**config.mk**
```make
export PLATFORM = sky130hd
export DESIGN_NAME = wbck_ctrl
export DESIGN_NICKNAME = d
export VERILOG_FILES = /design/src/rtl/wbck_ctrl.sv
export SDC_FILE = /design/constraint.sdc
export NUM_CORES = 1
export LEC_CHECK = 0
export BUFFER_PORTS_ARGS = -buffer_cell sky130_fd_sc_hd__buf_2
export CAP_MARGIN = 5
export CORE_MARGIN = 5
export CORE_UTILIZATION = 54
export DETAILED_ROUTE_END_ITERATION = 6
export GPL_TIMING_DRIVEN = 0
export PLACE_DENSITY = 0.86
export SLEW_MARGIN = 20
export SYNTH_ARGS = -nofsm -noshare
export SYNTH_HDL_FRONTEND = slang
export SYNTH_SLANG_ARGS = --single-unit
```
**constraint.sdc**
```tcl
create_clock -name clk -period 3.74 [get_ports clk]
set_input_delay 0.561 -clock clk [delete_from_list [all_inputs] [get_ports clk]]
set_output_delay 0.561 -clock clk [all_outputs]
set_load 0.02 [all_outputs]
```
**src/rtl/wbck_ctrl.sv**
```systemverilog
// Writeback controller: LSU-over-ALU arbitration into a registered regfile write stage, 32-entry pending scoreboard, decode hazards; optional bypass under WBCK_BYPASS_EN.
// Latency: 1 cycle from transfer to wbck_dest_*; hazards and readies are combinational.
// Backpressure: LSU is always accepted, ALU stalls while LSU is valid, alloc stalls while its rd is pending.
module wbck_ctrl #(
  parameter int XLEN = 32,
  parameter int IDXW = 32
) (
  input  logic            clk,
  input  logic            rst_n,
  input  logic            alu_wbck_valid,
  output logic            alu_wbck_ready,
  input  logic [4:0]      alu_wbck_idx,
  input  logic [XLEN-1:0] alu_wbck_dat,
  input  logic            lsu_wbck_valid,
  output logic            lsu_wbck_ready,
  input  logic [4:0]      lsu_wbck_idx,
  input  logic [XLEN-1:0] lsu_wbck_dat,
  input  logic            oitf_alloc_valid,
  output logic            oitf_alloc_ready,
  input  logic [4:0]      oitf_alloc_idx,
  input  logic [4:0]      dec_src1_idx,
  input  logic [4:0]      dec_src2_idx,
  output logic            dec_src1_hazard,
  output logic            dec_src2_hazard,
  output logic            wbck_dest_wen,
  output logic [IDXW-1:0] wbck_dest_idx,
  output logic [XLEN-1:0] wbck_dest_dat
`ifdef WBCK_BYPASS_EN
  ,
  output logic [XLEN-1:0] dec_src1_byp_dat,
  output logic [XLEN-1:0] dec_src2_byp_dat,
  output logic            dec_src1_byp_sel,
  output logic            dec_src2_byp_sel
`endif
);

  logic [31:0]     pending;
  logic [31:0]     pending_nxt;
  logic            alu_xfer;
  logic            wb_xfer;
  logic            alloc_xfer;
  logic [4:0]      sel_idx;
  logic [XLEN-1:0] sel_dat;
  logic            src1_wr_match;
  logic            src2_wr_match;
  logic            src1_pend;
  logic            src2_pend;

  assign lsu_wbck_ready   = 1'b1;
  assign alu_wbck_ready   = ~lsu_wbck_valid;
  assign alu_xfer         = alu_wbck_valid & ~lsu_wbck_valid;
  assign wb_xfer          = lsu_wbck_valid | alu_xfer;
  assign oitf_alloc_ready = ~pending[oitf_alloc_idx];
  assign alloc_xfer       = oitf_alloc_valid & oitf_alloc_ready;

  assign sel_idx = lsu_wbck_valid ? lsu_wbck_idx : alu_wbck_idx;
  assign sel_dat = lsu_wbck_valid ? lsu_wbck_dat : alu_wbck_dat;

  always_ff @(posedge clk) begin
    if (!rst_n) begin
      wbck_dest_wen <= 1'b0;
      wbck_dest_idx <= '0;
      wbck_dest_dat <= '0;
    end else if (wb_xfer) begin
      wbck_dest_wen <= (sel_idx != 5'd0);
      wbck_dest_idx <= {{(IDXW-5){1'b0}}, sel_idx};
      wbck_dest_dat <= sel_dat;
    end else begin
      wbck_dest_wen <= 1'b0;
    end
  end

  // Set is applied after clear so a same-edge alloc of the retiring rd stays pending.
  always_comb begin
    pending_nxt = pending;
    if (lsu_wbck_valid) begin
      pending_nxt[lsu_wbck_idx] = 1'b0;
    end
    if (alloc_xfer && (oitf_alloc_idx != 5'd0)) begin
      pending_nxt[oitf_alloc_idx] = 1'b1;
    end
  end

  always_ff @(posedge clk) begin
    if (!rst_n) begin
      pending <= '0;
    end else begin
      pending <= pending_nxt;
    end
  end

  assign src1_pend     = (dec_src1_idx != 5'd0) & pending[dec_src1_idx];
  assign src2_pend     = (dec_src2_idx != 5'd0) & pending[dec_src2_idx];
  assign src1_wr_match = (dec_src1_idx != 5'd0) & wbck_dest_wen &
                         (wbck_dest_idx == {{(IDXW-5){1'b0}}, dec_src1_idx});
  assign src2_wr_match = (dec_src2_idx != 5'd0) & wbck_dest_wen &
                         (wbck_dest_idx == {{(IDXW-5){1'b0}}, dec_src2_idx});

`ifdef WBCK_BYPASS_EN
  // The in-flight write is forwarded, so only scoreboard entries block decode.
  assign dec_src1_byp_dat = wbck_dest_dat;
  assign dec_src2_byp_dat = wbck_dest_dat;
  assign dec_src1_byp_sel = src1_wr_match;
  assign dec_src2_byp_sel = src2_wr_match;
  assign dec_src1_hazard  = src1_pend;
  assign dec_src2_hazard  = src2_pend;
`else
  assign dec_src1_hazard  = src1_pend | src1_wr_match;
  assign dec_src2_hazard  = src2_pend | src2_wr_match;
`endif

endmodule

```
After elaboration in Yosys (flattened, before gate mapping)
Index checks and enable logic that the tools add are counted.
{"block": "word_totals", "reg_bits": 70, "in_bits": 94, "out_inout_bits": 70}
{"block": "classes", "order_cmp": 6, "eq_ne": 2, "mux": 14, "bitwise": 16, "n_reduce_logical": 8}
{"cell": "32-bit 2-to-1 mux", "count": 3}
{"cell": "32-bit AND", "count": 1}
{"cell": "32-bit inverter", "count": 1}
{"cell": "32-bit bitwise OR", "count": 1}
{"cell": "5-bit by 6-bit < comparator with 1-bit output (second input constant)", "count": 4}
{"cell": "5-bit nonzero test", "count": 4}
{"cell": "1-bit binary-select mux with 5-bit select", "count": 3}
{"cell": "1-bit demux with 5-bit select", "count": 2}
{"cell": "5-bit equality test", "count": 2}
{"cell": "5-bit by 1-bit greater-or-equal comparator with 1-bit output (second input constant)", "count": 2}
{"cell": "1-bit AND", "count": 8}
{"cell": "1-bit 2-to-1 mux", "count": 5}
{"cell": "5-bit 2-to-1 mux", "count": 1}
{"cell": "1-bit logical AND", "count": 3}
{"cell": "1-bit bitwise OR", "count": 3}
{"cell": "1-bit inverter", "count": 2}
{"cell": "2-bit AND reduction", "count": 1}

Logic depth before layout (Yosys ltp)
Gate-level depths: netlist of the first run.
{"block": "depth", "word_depth": 9, "mapped_depth": 7}

Worst setup path after synthesis of the first run
Ideal clock, no wire load.
{"block": "synth_timing", "kind": "input -> output", "from": "input dec_src2_idx[0]", "to": "output dec_src2_hazard", "t_arrival_ns": 1.877, "required_time_ns": 3.179, "slack_ns": 1.302, "stages": 6, "n_path_buf": 1, "path_cell_list": "buf_2 -> or4_1 -> o211ai_1 -> nor2_1 -> nor4_1 -> a21oi_1"}
{"block": "synth_via", "elab_chain_len": 4, "word_cells_on_any_way": 8, "classes_between": "eq/ne: 1; mux: 2; bitwise: 4; reduce/logical: 1"}
{"element": "from (decl)", "line": "22", "source": "input logic [4:0] dec_src2_idx,"}
{"element": "1-bit binary-select mux with 5-bit select or 5-bit nonzero test (tied branches)", "line": "93, 96"}
{"element": "1-bit 2-to-1 mux (implied by the code) or 1-bit AND (tied branches)", "line": "93, 96"}
{"element": "1-bit AND, on equally long branches", "line": "93, 96"}
{"element": "1-bit bitwise OR *", "line": "109", "source": "assign dec_src2_hazard = src2_pend | src2_wr_match;"}
{"element": "to (decl)", "line": "24", "source": "output logic dec_src2_hazard,"}
Every way passes the cells marked *; elsewhere a longest branch is shown, timed or not. The select of a mux whose other input is x is not followed.

Worst setup path in the final report of the first run
{"block": "layout_timing", "from": "input dec_src2_idx[1]", "to": "output dec_src2_hazard"}
The elaborated chain is that of the path after synthesis.

==> results of run 1 <==
[report_power, final]
| part | switching, uW | internal [uW] | leakage, uW |
|---|---|---|---|
| clock | 303 | 326 | 0.0000955 |
| combinational | 236 | 176 | 0.00205 |
| sequential | 24.5 | 780 | 0.000575 |
[final cells by class]
class                      count  area [sq um]
inverter                       2          7.51
multi-input combinational    364          2690
fill                         658          2630
buffer                        66           407
tap                          105           131
clock buffer                  11           141
sequential                    70          1400
clock inverter                 5          58.8
timing repair buffer         125           626
[metal layers]
layer,up-vias,global-route usage
met2,275,0.427
met3,43,0.0751
met1,2005,0.300
met5,-,0
li1,2015,-
met4,0,0.0933
[state kept, by name, summed over array words and instances (netlist names)]
register       flops
pending           32
wbck_dest_dat     32
wbck_dest_idx      5
wbck_dest_wen      1
[cells in the final DEF, fill, tap and decap left out, types with 5 or more instances in the layout]
cell type | synthesis | final
buf_4 | 29 | 29
a21oi_1 | 6 | 6
o211a_1 | 37 | 37
nand3_1 | 5 | 5
conb_1 | 2 | 28
nand2_1 | 74 | 74
dfxtp_1 | 70 | 70
nand3b_1 | 6 | 6
clkbuf_8 | 2 | 12
mux4_2 | 14 | 14
o21ai_0 | 22 | 22
mux2i_1 | 48 | 48
o211ai_1 | 11 | 11
o21ai_1 | 10 | 10
buf_2 | 9 | 134
nor2_1 | 13 | 13
clkbuf_1 | 20 | 21
a21boi_1 | 20 | 20
xnor2_1 | 6 | 6
[through the flow]
| stage | setup slack [ns] | instances | area, sq um |
|---|---|---|---|
| 6_report | 0.964 | 748 | 5460 |
| 5_1_grt | 0.878 | 748 | 5460 |
| 4_1_cts | 0.994 | 748 | 5460 |
| 3_5_place_dp | 0.996 | 732 | 5260 |
| 3_3_place_gp | 1.01 | 732 | 5260 |
| 2_1_floorplan | 1.30 | 502 | 4500 |
[worst register-to-register path, delay by kind of cell (launching register included)]
kind             cells  cell delay [ns]
multiplexers         2             0.82
AO/OA/AOI/OAI        1             0.18
flip-flops           1             0.35
AND/OR/NAND/NOR      2             0.35
[logic make-up (layout without fill, tap and decap cells)]
logic type / count (synthesis) / count (layout) / synth area share
other: 2 / 28 / 0.00170
AND/OR/NAND/NOR: 132 / 132 / 0.148
buffers and inverters: 68 / 209 / 0.0940
flip-flops: 70 / 70 / 0.318
AO/OA/AOI/OAI: 124 / 124 / 0.210
XOR/XNOR: 10 / 10 / 0.0199
multiplexers: 70 / 70 / 0.209
[worst max path at each step]
stage / endpoint / slack, ns
finish: dec_src2_hazard / 0.96
global route: dec_src1_hazard / 0.88
CTS: dec_src2_hazard / 0.99
detailed placement: dec_src2_hazard / 1.0
global placement: dec_src1_hazard / 1.01
floorplan: dec_src2_hazard / 1.30
==> run_results.csv, run 1 <==
group,metric,value,unit
floorplan,io_pins,164,
floorplan,die_w,100,um
logic_synthesis,synth_top_area_share,0.318,
worst_setup_path,crit_family,"simple AND/OR/NAND/NOR gates",
worst_setup_path,critPathLaunchType,"primary input",
drt,first_pass_iters,5,
worst_setup_path,crit_type,"primary input to primary output",
timing,setup_violations,0,
logic_synthesis,yosysMostFrequentCell,"nand2_1",
pwr,ir_drop,197,uV
timing,min_period_over_period,0.742,
drt,antenna_left,0,
drt,top_layer_used,"met4",
worst_setup_path,arrival,2.22,ns
logic_synthesis,async_flop_share,0,
worst_setup_path,worst_r2r_path_depth,5,
global_route,grtUsageTotal,0.251,
finish,layout-drive-gt1-share,0.319,
clock_network,postCtsResizedCells,0,
clock_network,cts-root-buf,"clkbuf_8",
drt,wl_per_cell,17.5,um
worst_setup_path,slowest_stage,"or4_1",
worst_setup_path,worst_r2r_endpoint,"pending[2]$_SDFF_PN0_",
drt,drt_iter0_drc,459,
drt,wl,13100,um
worst_setup_path,worst_ep_required_time,3.18,ns
floorplan,core_area,8090,sq um
drt,wl_met1,4820,um
floorplan,die_y,100,um
global_route,grt.overflow.total,0,
logic_synthesis,syn_avg_cell_area,9.26,sq um
logic_synthesis,synth.distinct_cells,52,
worst_setup_path,cpMostUsedCell,"buf_2",
global_route,grt_pass1_wl,20100,um
worst_setup_path,cp_num_cells,8,
clock_network,path_clk_slew,0.08,ns
worst_hold_path,hold_path.class,"primary input to register",
timing,max-slew-margin-rel,0.542,
worst_setup_path,crit_fanout,10,
worst_setup_path,crit_chain,"buf_2 -> buf_2 -> or4_1 -> o211ai_1 -> nor2_1 -> nor4_1 -> a21oi_1 -> buf_2",
finish,insertedDiodeCount,0,
drt,drc,0,
pwr,p_leak,0.00272,uW
drt,wl_met3,1480,um
logic_synthesis,yosysWarnings,0,
clock_network,cts_tree,"built",
global_route,grt_max_degree,13,
floorplan,start_util,0.545,
timing,drv_slew,0,
worst_hold_path,holdPathEnd,"wbck_dest_dat[11]$_SDFFE_PN0N_",
pwr,power.density,338,nW/um^2
logic_synthesis,yosys_most_used_dff,"dfxtp_1",
drt,wl_met2,6470,um
finish,area_growth,23.9,%
clock_network,cts_setup_buffers,0,
status,status,"finished clean",
timing,final.setup.tns,0,ns
floorplan,dieArea,10100,sq um
worst_setup_path,crit_start,"dec_src2_idx[1]",
timing,post-route-min-period,2.78,ns
worst_setup_path,max_stage_delay,0.52,ns
logic_synthesis,synthTopCellsByCount,"nand2_1, dfxtp_1, mux2i_1, o211a_1, buf_4",
finish,final_nets,732,
worst_setup_path,path_buf_inv,3,
logic_synthesis,yosysSeqAreaShare,0.318,
logic_synthesis,netlist_area,4410,sq um
timing,rsz0062_at_grt,"no",
timing,worstMarginPinSlew,0.688,ns
flow_run,cap_viol_max_count,0,
global_route,antenna_found_initial,0,
timing,max_freq,0.360,GHz
worst_setup_path,r2r_slack,1.96,ns
clock_network,clk_path_buf_depth,2,
logic_synthesis,synth-edff-count,0,
logic_synthesis,netlist_instances,476,
placed_design,io_buffer_count,125,
logic_synthesis,synth_top_area_cell,"dfxtp_1",
worst_setup_path,critPathCaptureType,"primary output",
placed_design,globalplace.congestion,0.935,
logic_synthesis,ys_ff_latch,70,
timing,skew,0.00548,ns
clock_network,numCtsBuffers,9,
drt,routed-via-count,4338,
clock_network,h-tree-depth,3,
pwr,finalPower,1850,uW
global_route,first_global_vias,4175,
clock_network,cts.sinks,70,
logic_synthesis,netlist_top_cells_area,"dfxtp_1, mux2i_1, o211a_1",
finish,finish.utilization,0.675,
timing,final-hold-violation-count,0,
worst_hold_path,whs_path_depth,2,
floorplan,num_rows,33,
clock_network,clk_latency,0.35,ns
clock_network,ctsHoldBuffers,0,
timing,hold_slack,0.417,ns
worst_hold_path,hp-start,"lsu_wbck_dat[11]",
drt,viasPerCell,5.80,
placed_design,hpwlAfterDp,10100,um
worst_setup_path,rr_startpoint,"pending[2]$_SDFF_PN0_",
Note: power is estimated with default switching activity, not from simulation.
==> run 2: changes to the inputs <==
- ABC_AREA: unset -> 1
- CORE_UTILIZATION: 54 -> 50
- PLACE_DENSITY: 0.86 -> 0.8
- clock period: 3.74 -> 2.7 ns (I/O delays scaled with it)
==> run_results.csv, run 2 <==
group,metric,value,unit
clock_network,postCtsResizedCells,0,
global_route,grt_max_degree,13,
pwr,power.density,447,nW/um^2
global_route,grtUsageTotal,0.250,
global_route,first_global_vias,4757,
finish,area_growth,23.4,%
logic_synthesis,ys_ff_latch,70,
logic_synthesis,synthMuxAreaShare,0,
worst_setup_path,max_stage_delay,0.35,ns
worst_setup_path,critPathLaunchType,"primary input",
worst_setup_path,worst_ep_required_time,2.30,ns
drt,wl,14400,um
logic_synthesis,yosysWarnings,0,
logic_synthesis,yosysMostFrequentCell,"nand2_1",
logic_synthesis,synth_fa_ha_area_frac,0,
clock_network,path_clk_slew,0.08,ns
pwr,ir_drop,279,uV
drt,viasPerCell,5.27,
logic_synthesis,synth_top_area_share,0.309,
logic_synthesis,synth_top_area_cell,"dfxtp_1",
worst_setup_path,crit_type,"primary input to primary output",
logic_synthesis,synth_simple_gate_area_frac,0.368,
worst_setup_path,critPathCaptureType,"primary output",
drt,drt_iter0_drc,493,
logic_synthesis,yosysSeqAreaShare,0.309,
logic_synthesis,synth-xor-area-share,0.00967,
finish,top_regs,"pending: 32 flops, wbck_dest_dat: 32 flops, wbck_dest_idx: 5 flops",
logic_synthesis,netlist_instances,756,
global_route,grt.overflow.total,0,
drt,wl_met3,1590,um
logic_synthesis,synth.distinct_cells,25,
clock_network,clk_path_buf_depth,2,
timing,max-slew-margin-rel,0.559,
finish,fin_area,5590,sq um
finish,stdcell_count,1033,
timing,skew,0.00421,ns
placed_design,place_ws,0.471,ns
global_route,grt_pass1_wl,23000,um
flow_run,cap_viol_max_count,0,
worst_setup_path,r2r_slack,1.06,ns
clock_network,cts_tree,"built",
global_route,antenna_found_initial,0,
placed_design,dp_cells,1018,
placed_design,post_dp_cell_area,5400,sq um
timing,max_freq,0.438,GHz
timing,min_period_over_period,0.846,
drt,wl_met2,6640,um
worst_setup_path,crit_chain,"clkbuf_1 -> clkbuf_1 -> o21ai_0 -> nand3_1 -> nand3_1 -> nand2_1 -> nand2_1 -> nand2_1 -> nand2_1 -> nand2_1 -> buf_2",
worst_setup_path,slowest_stage,"clkbuf_1",
timing,hold_slack,0.345,ns
worst_setup_path,worst_r2r_path_depth,12,
logic_synthesis,async_flop_share,0,
placed_design,hpwlAfterDp,11400,um
drt,top_layer_used,"met4",
timing,setup_ws,0.417,ns
logic_synthesis,netlist_top_cells_area,"dfxtp_1, nand2_1, nand3_1",
clock_network,cts-root-buf,"clkbuf_8",
clock_network,cts.sinks,70,
drt,drc,0,
finish,layout-drive-gt1-share,0.196,
drt,antenna_left,0,
timing,drv_slew,0,
floorplan,die_w,105,um
logic_synthesis,syn_avg_cell_area,5.99,sq um
timing,final-hold-violation-count,0,
timing,worstMarginPinSlew,0.656,ns
logic_synthesis,synth-edff-count,0,
clock_network,h-tree-depth,3,
logic_synthesis,netlist_area,4530,sq um
timing,rsz0062_at_grt,"no",
worst_setup_path,cpMostUsedCell,"nand2_1",
timing,setup_violations,0,
finish,insertedDiodeCount,0,
drt,first_pass_iters,5,
floorplan,num_rows,34,
worst_setup_path,crit_fanout,10,
finish,mostFrequentLayoutCells,"nand2_1, buf_2, nand3_1",
placed_design,io_buffer_count,128,
finish,final_common_cell,"nand2_1",
drt,wl_met1,5930,um
floorplan,core_area,8760,sq um
finish,final_nets,1015,
timing,post-route-min-period,2.28,ns
logic_synthesis,synth-compound-area-share,0.159,
floorplan,die_y,105,um
clock_network,ctsHoldBuffers,0,
placed_design,globalplace.congestion,0.953,
worst_setup_path,arrival,1.88,ns
drt,wl_per_cell,13.9,um
clock_network,clk_latency,0.34,ns
logic_synthesis,yosys_most_used_dff,"dfxtp_1",
pwr,p_leak,0.00289,uW
floorplan,dieArea,11100,sq um
logic_synthesis,synth_top_family_by_area,"simple AND/OR/NAND/NOR gates",
clock_network,cts_setup_buffers,0,
worst_hold_path,whs_path_depth,5,
clock_network,numCtsBuffers,9,
drt,routed-via-count,5446,
floorplan,io_pins,164,
floorplan,start_util,0.517,
timing,final.setup.tns,0,ns
logic_synthesis,synthTopCellsByCount,"nand2_1, nand3_1, inv_1, dfxtp_1, o21ai_0",
worst_hold_path,hold_path.class,"primary input to register",
status,status,"finished clean",
-- run 2: metrics by stage --
stage                     total power, uW  utilization
after CTS                            2510        0.638
after global routing                 2620        0.638
after floorplan                      1500            -
final                                2500        0.638
after global placement               1700        0.617
after detailed placement             1700        0.617
-- run 2: routing by layer --
metal	track usage	vias up
met1	0.336	2399
met2	0.394	288
li1	-	2737
met3	0.0567	22
met5	0	-
met4	0.0822	0
-- run 2: power by group --
part | internal, uW | switching (uW)
clock network | 419 | 394
registers | 1080 | 32.6
logic | 206 | 369
total | 1700 | 795
-- run 2: final timing paths --
check | startpoint | endpoint
setup / recovery | dec_src2_idx[0] | dec_src2_hazard
hold / removal | lsu_wbck_dat[13] | wbck_dest_dat[13]$_SDFFE_PN0N_
setup reg to reg | pending[19]$_SDFF_PN0_ | pending[22]$_SDFF_PN0_
hold reg to reg | pending[0]$_SDFF_PN0_ | pending[0]$_SDFF_PN0_
-- run 2: final cells by class --
class	instances	area, sq um
sequential	70	1400
multi-input combinational	560	2530
inverter	84	315
timing repair buffer	128	641
clock buffer	9	124
fill	869	3170
tap	108	135
clock inverter	6	63.8
buffer	68	377
-- run 2: cell families (layout without fill, tap and decap cells) --
| group | count (synthesis) | in the layout |
|---|---|---|
| buffers and inverters | 152 | 295 |
| other | 2 | 28 |
| xor gates and xnor gates | 5 | 5 |
| DFF | 70 | 70 |
| AOI/OAI and AO/OA | 135 | 135 |
| and+or+nand+nor | 392 | 392 |
-- run 2: critical path: cells and delay by family --
| kind | cells | cell delay [ns] |
|---|---|---|
| and+or+nand+nor | 7 | 0.47 |
| AOI/OAI and AO/OA | 1 | 0.14 |
| buffers and inverters | 3 | 0.85 |
